<file path="config.mk">
export PLATFORM = sky130hd
export DESIGN_NAME = ir_receiver_sm
export DESIGN_NICKNAME = d
export VERILOG_FILES = /design/src/rtl/ir_receiver_sm.sv
export SDC_FILE = /design/constraint.sdc
export NUM_CORES = 1
export LEC_CHECK = 0
export CORE_AREA = 2 2 87 47
export DETAILED_ROUTE_END_ITERATION = 12
export DIE_AREA = 0 0 89 49
export PLACE_DENSITY_LB_ADDON = 0.2
export SLEW_MARGIN = 25
export SYNTH_ARGS = -nofsm -noshare
export SYNTH_HDL_FRONTEND = slang
export SYNTH_SLANG_ARGS = --single-unit
</file>
<file path="constraint.sdc">
create_clock -name CLK -period 2.5 [get_ports CLK]
set_input_delay 0.25 -clock CLK [delete_from_list [all_inputs] [get_ports CLK]]
set_output_delay 0.25 -clock CLK [all_outputs]
set_load 0.01 [all_outputs]
</file>
<file path="src/rtl/ir_receiver_sm.sv">
// ir_receiver_sm: decodes the car-control IR packet into a 4-bit direction command.
// Optional build macro IR_RX_ENVELOPE_EN: derive the envelope from a raw carrier-modulated input.
`default_nettype none

module ir_receiver_sm #(
  parameter int CLKS_PER_PULSE = 2778,
  parameter int ENV_HOLD_CLKS  = 5556,
  parameter int START_MIN      = 160,
  parameter int START_MAX      = 220,
  parameter int CARSEL_MIN     = 35,
  parameter int CARSEL_MAX     = 60,
  parameter int DEASSERT_MIN   = 12,
  parameter int ASSERT_MIN     = 35,
  parameter int ASSERT_MAX     = 60,
  parameter int GAP_MIN        = 15,
  parameter int GAP_MAX        = 40
) (
  input  logic       CLK,
  input  logic       RESETN,
  input  logic       IR_IN,
  output logic [3:0] COMMAND,
  output logic       PACKET_VALID,
  output logic       PACKET_ERROR
);

  // One counter width serves both the carrier prescaler and the envelope hold counter.
  localparam int CNT_MAX = (CLKS_PER_PULSE > ENV_HOLD_CLKS) ? CLKS_PER_PULSE : ENV_HOLD_CLKS;
  localparam int CNT_W   = $clog2(CNT_MAX + 1);

  localparam logic [CNT_W-1:0] PRE_LAST  = CNT_W'(CLKS_PER_PULSE - 1);
  localparam logic [7:0]       START_LO  = 8'(START_MIN);
  localparam logic [7:0]       START_HI  = 8'(START_MAX);
  localparam logic [7:0]       CARSEL_LO = 8'(CARSEL_MIN);
  localparam logic [7:0]       CARSEL_HI = 8'(CARSEL_MAX);
  localparam logic [7:0]       ZERO_LO   = 8'(DEASSERT_MIN);
  localparam logic [7:0]       ZERO_HI   = 8'(ASSERT_MIN - 1);
  localparam logic [7:0]       ONE_LO    = 8'(ASSERT_MIN);
  localparam logic [7:0]       ONE_HI    = 8'(ASSERT_MAX);
  localparam logic [7:0]       GAP_LO    = 8'(GAP_MIN);
  localparam logic [7:0]       GAP_HI    = 8'(GAP_MAX);

  typedef enum logic [1:0] {
    S_IDLE        = 2'd0,
    S_WAIT_CARSEL = 2'd1,
    S_WAIT_DIR    = 2'd2,
    S_DONE        = 2'd3
  } state_t;

  function automatic logic in_range(input logic [7:0] v, input logic [7:0] lo, input logic [7:0] hi);
    return (v >= lo) && (v <= hi);
  endfunction

  logic             sync1, sync2;
  logic             env, env_d;
  logic             env_rise, env_fall;
  logic [CNT_W-1:0] pre_cnt;
  logic [7:0]       len_cnt;
  state_t           state, state_n;
  logic [1:0]       idx, idx_n;
  logic [3:0]       shadow, shadow_n;
  logic             err;
  logic             is_start, is_carsel, is_zero, is_one;

  always_ff @(posedge CLK or negedge RESETN) begin
    if (!RESETN) begin
      sync1 <= 1'b0;
      sync2 <= 1'b0;
    end else begin
      sync1 <= IR_IN;
      sync2 <= sync1;
    end
  end

`ifdef IR_RX_ENVELOPE_EN
  localparam logic [CNT_W-1:0] HOLD_LAST = CNT_W'(ENV_HOLD_CLKS - 1);

  logic             sync_d;
  logic             env_r;
  logic [CNT_W-1:0] hold_cnt;

  // Each carrier rising edge restarts the hold window; silence for the full window ends the burst.
  always_ff @(posedge CLK or negedge RESETN) begin
    if (!RESETN) begin
      sync_d   <= 1'b0;
      env_r    <= 1'b0;
      hold_cnt <= '0;
    end else begin
      sync_d <= sync2;
      if (sync2 && !sync_d) begin
        env_r    <= 1'b1;
        hold_cnt <= '0;
      end else if (env_r) begin
        if (hold_cnt == HOLD_LAST) begin
          env_r <= 1'b0;
        end else begin
          hold_cnt <= hold_cnt + 1'b1;
        end
      end
    end
  end

  assign env = env_r;
`else
  assign env = sync2;
`endif

  assign env_rise = env && !env_d;
  assign env_fall = !env && env_d;

  // An edge clears the measurement; a tick landing on the same clock is dropped.
  always_ff @(posedge CLK or negedge RESETN) begin
    if (!RESETN) begin
      env_d   <= 1'b0;
      pre_cnt <= '0;
      len_cnt <= '0;
    end else begin
      env_d <= env;
      if (env_rise || env_fall) begin
        pre_cnt <= '0;
        len_cnt <= '0;
      end else if (pre_cnt == PRE_LAST) begin
        pre_cnt <= '0;
        if (len_cnt != 8'hFF) begin
          len_cnt <= len_cnt + 8'd1;
        end
      end else begin
        pre_cnt <= pre_cnt + 1'b1;
      end
    end
  end

  assign is_start  = in_range(len_cnt, START_LO, START_HI);
  assign is_carsel = in_range(len_cnt, CARSEL_LO, CARSEL_HI);
  assign is_zero   = in_range(len_cnt, ZERO_LO, ZERO_HI);
  assign is_one    = in_range(len_cnt, ONE_LO, ONE_HI);

  always_comb begin
    state_n  = state;
    idx_n    = idx;
    shadow_n = shadow;
    err      = 1'b0;
    unique case (state)
      S_IDLE: begin
        if (env_fall && is_start) begin
          state_n = S_WAIT_CARSEL;
        end
      end
      S_WAIT_CARSEL: begin
        if (env_fall) begin
          if (is_carsel) begin
            state_n  = S_WAIT_DIR;
            idx_n    = 2'd0;
            shadow_n = 4'd0;
          end else begin
            err = 1'b1;
          end
        end else if (env_rise) begin
          err = (len_cnt < GAP_LO);
        end else if (!env && (len_cnt > GAP_HI)) begin
          err = 1'b1;
        end
      end
      S_WAIT_DIR: begin
        if (env_fall) begin
          if (is_zero || is_one) begin
            shadow_n[2'd3 - idx] = is_one;
            idx_n                = idx + 2'd1;
            if (idx == 2'd3) begin
              state_n = S_DONE;
            end
          end else begin
            err = 1'b1;
          end
        end else if (env_rise) begin
          err = (len_cnt < GAP_LO);
        end else if (!env && (len_cnt > GAP_HI)) begin
          err = 1'b1;
        end
      end
      S_DONE: begin
        state_n = S_IDLE;
      end
      default: begin
        state_n = S_IDLE;
      end
    endcase

    // A Start-length burst that breaks a packet is treated as the start of the next one.
    if (err) begin
      state_n  = (env_fall && is_start) ? S_WAIT_CARSEL : S_IDLE;
      shadow_n = 4'd0;
    end
  end

  always_ff @(posedge CLK or negedge RESETN) begin
    if (!RESETN) begin
      state        <= S_IDLE;
      idx          <= 2'd0;
      shadow       <= 4'd0;
      COMMAND      <= 4'd0;
      PACKET_VALID <= 1'b0;
      PACKET_ERROR <= 1'b0;
    end else begin
      state        <= state_n;
      idx          <= idx_n;
      shadow       <= shadow_n;
      PACKET_ERROR <= err;
      PACKET_VALID <= (state == S_DONE);
      if (state == S_DONE) begin
        COMMAND <= shadow;
      end
    end
  end

endmodule

`default_nettype wire

</file>
==> reports/metrics.csv <==
metric,value,unit
yosys warns,0,
H-tree levels,2,
CP Data Arrival Time,2.42,ns
DR iter-0 viols,146,
maximum clock frequency,445,MHz
post-synthesis register bit count,38,
hold_ws,0.0573,ns
Synth Flop Type,dfrtp_1,
"EDFF count, synth",0,
post-synthesis cell type count,47,
maximum clock path buffer count,2,
Synth Area in Adders,0.0891,
PD cells,589,nW/um2
unrepaired setup endpoints after global routing,false,
clk_lat worst skew,0.29,ns
largest stage delay on the critical path,0.50,ns
max_slew headroom,0.450,
CTS Root Cell,clkbuf_8,
final setup TNS,0,ns
skew final,0.0102,ns
Synth area leaders,"dfrtp_1, ha_1, xor2_1",
syn nets,216,
grt total ovfl,0,
ys async rst share,1.00,
Final Wtd Congestion,0.895,
router iterations before antenna repair,4,
crit path buf inv count,0,
critical path type,reg -> reg,
# diodes,0,
DR WL/cell,14.8,um
global-route wire length before repair,6.95,mm
Post-synth top cells,"dfrtp_1, nor2_1, ha_1",
CP startpoint kind,flip-flop,
postcts setup bufs,0,
MaxCap Viol Count,0,
"CP delay by family, top",compound AO/OA/AOI/OAI gates,
ANT nets after route,0,
number of remaining DRC errors,0,
total number of vias,1470,
CP Max Fanout,10,
post_cts resized,0,
run status,finished clean,
final worst-path cycle share,0.899,
initial antenna violation count,0,
max-slew violations,0,
setup ws final,0.253,ns
Sink Count,38,
pre-CTS WS,0.308,ns
Post-Synth Simple-Gate Area,0.209,
xor-xnor portion of the synthesized cell area,0.0665,
"Cell Area, Synth",2110,um2
Compound-Gate Fraction of Synth Area,0.121,
Worst setup EP type,flip-flop,
die width,89,um
"Critical Path, Cell by Cell",o21ai_0 -> o21a_1 -> o31ai_1 -> o2111a_1 -> nor4b_2 -> a221o_1,
placed insts,254,
most common cell in the synthesized netlist,dfrtp_1,
Tot GR Track Use,0.210,
share of cells above drive strength 1,0.120,
Core ar.,3680,um2
Initial Util,0.572,
Synth Instances,198,
Leak,1.05,nW
Worst VDD drop,0.385,mV
vias per inst,5.61,
FP Rows,16,
"Hold Violations, Final",0,
filler instances,291,
"Setup violations, final",0,
total CTS buffers,5,
fin nets,225,
slew at the pin closest to its max-slew limit,0.824,ns
"Clk pin slew, worst setup/hold paths",0.08,ns
Hold Buf Count CTS,0,
number of global-route vias before repair,1434,
"Area growth, synth to finish",12.4,%
Die Area,4360,um2
post-synthesis area per instance,10.6,um2
"Seq/Total Area, Yosys",0.451,
slowest CP cell,dfrtp_1,
"area leader, netlist",dfrtp_1,
largest net degree at the start of global routing,39,
mux cell area share after synthesis,0.0261,
Buffers on Ports,8,
CTS tree,built,
largest family of logic cells by synthesized area,simple AND/OR/NAND/NOR gates,
Non-Filler Instances,262,
top-level port count,9,
final WL,3.88,mm
Hold Path Class,in -> async,
Synth top area share,0.451,
Period minus WS final,2.25,ns
post-DP HPWL,2.95,mm
Worst EP required,2.67,ns
die extent in y,49,um
## report_power, final
part / internal [W] / total, W / switching, W / leakage [nW]
registers: 0.000635 / 0.000658 / 0.0000233 / 0.519
clock network: 0.000426 / 0.000635 / 0.000209 / 0.0714
logic: 0.0000389 / 0.000101 / 0.0000621 / 0.455
## cell usage in the layout (no fill, tap or decap), types with 2 or more instances in the layout
cell	Yosys	layout
nor2_1	17	17
nor4b_2	4	4
and3_1	5	5
clkdlybuf4s50_1	0	7
mux2_2	4	4
a21boi_0	2	2
and2_1	6	6
xor2_1	10	10
a21oi_1	2	2
bufinv_16	0	2
nand3_1	12	12
inv_1	12	12
dfrtp_1	38	38
o221ai_1	2	2
xnor2_1	6	6
clkbuf_8	0	6
nand2_1	12	12
nor4_1	3	3
nand2b_1	2	2
ha_1	15	15
nand4_1	2	2
a221o_1	4	4
o21ai_0	8	8
## kinds of logic (layout without fill, tap and decap cells)
| family | Yosys count | in the layout |
|---|---|---|
| xor+xnor | 16 | 16 |
| mux | 5 | 5 |
| compound gates | 31 | 31 |
| buf+inv | 19 | 29 |
| flops | 38 | 38 |
| simple gates | 74 | 74 |
| fa+ha+maj | 15 | 15 |
## per-layer routing
layer | vias up | GRT usage | routed length [um]
met1 | 704 | 0.310 | 1940
met2 | 42 | 0.303 | 1720
met4 | 0 | 0.0647 | 39
li1 | 720 | - | -
met3 | 4 | 0.0558 | 181
met5 | - | 0 | 0
## path summary, 6_finish.rpt
kind	from	to	slack [ns]	cells after the start
worst max register to register	len_cnt[5]	shadow[0]	0.25	6
worst min register to register	sync1	env	0.36	0
worst max-delay path	len_cnt[5]	shadow[0]	0.25	6
min in group CLK	sync1	env	0.36	0
max in group asynchronous	RESETN	state[1]	1.92	1
worst min-delay path	RESETN	pre_cnt[3]	0.06	1
## area by class of cell
class	count	area [um2]	share of cell area
clock buffers	6	82.6	0.0349
well taps	54	67.6	0.0285
repair buffers	9	82.6	0.0349
clock inverters	2	60.1	0.0254
inverters	12	45.0	0.0190
multi-input cells	141	1080	0.456
flip-flops and latches	38	951	0.402
## through the flow
stage	cell area, um2	utilization	total power, W
4_1_cts	2370	0.643	0.00141
3_5_place_dp	2220	0.604	0.000773
5_1_grt	2370	0.643	0.00145
6_report	2370	0.643	0.00139
3_3_place_gp	2220	0.604	0.000763
2_1_floorplan	2110	-	0.000732
## registers in the layout, summed over array words and instances, names as in the netlist, 2 cells and up
signal,cells
idx,2
state,2
len_cnt,8
COMMAND,4
shadow,4
pre_cnt,13
Power figures use the tool's default switching activity.
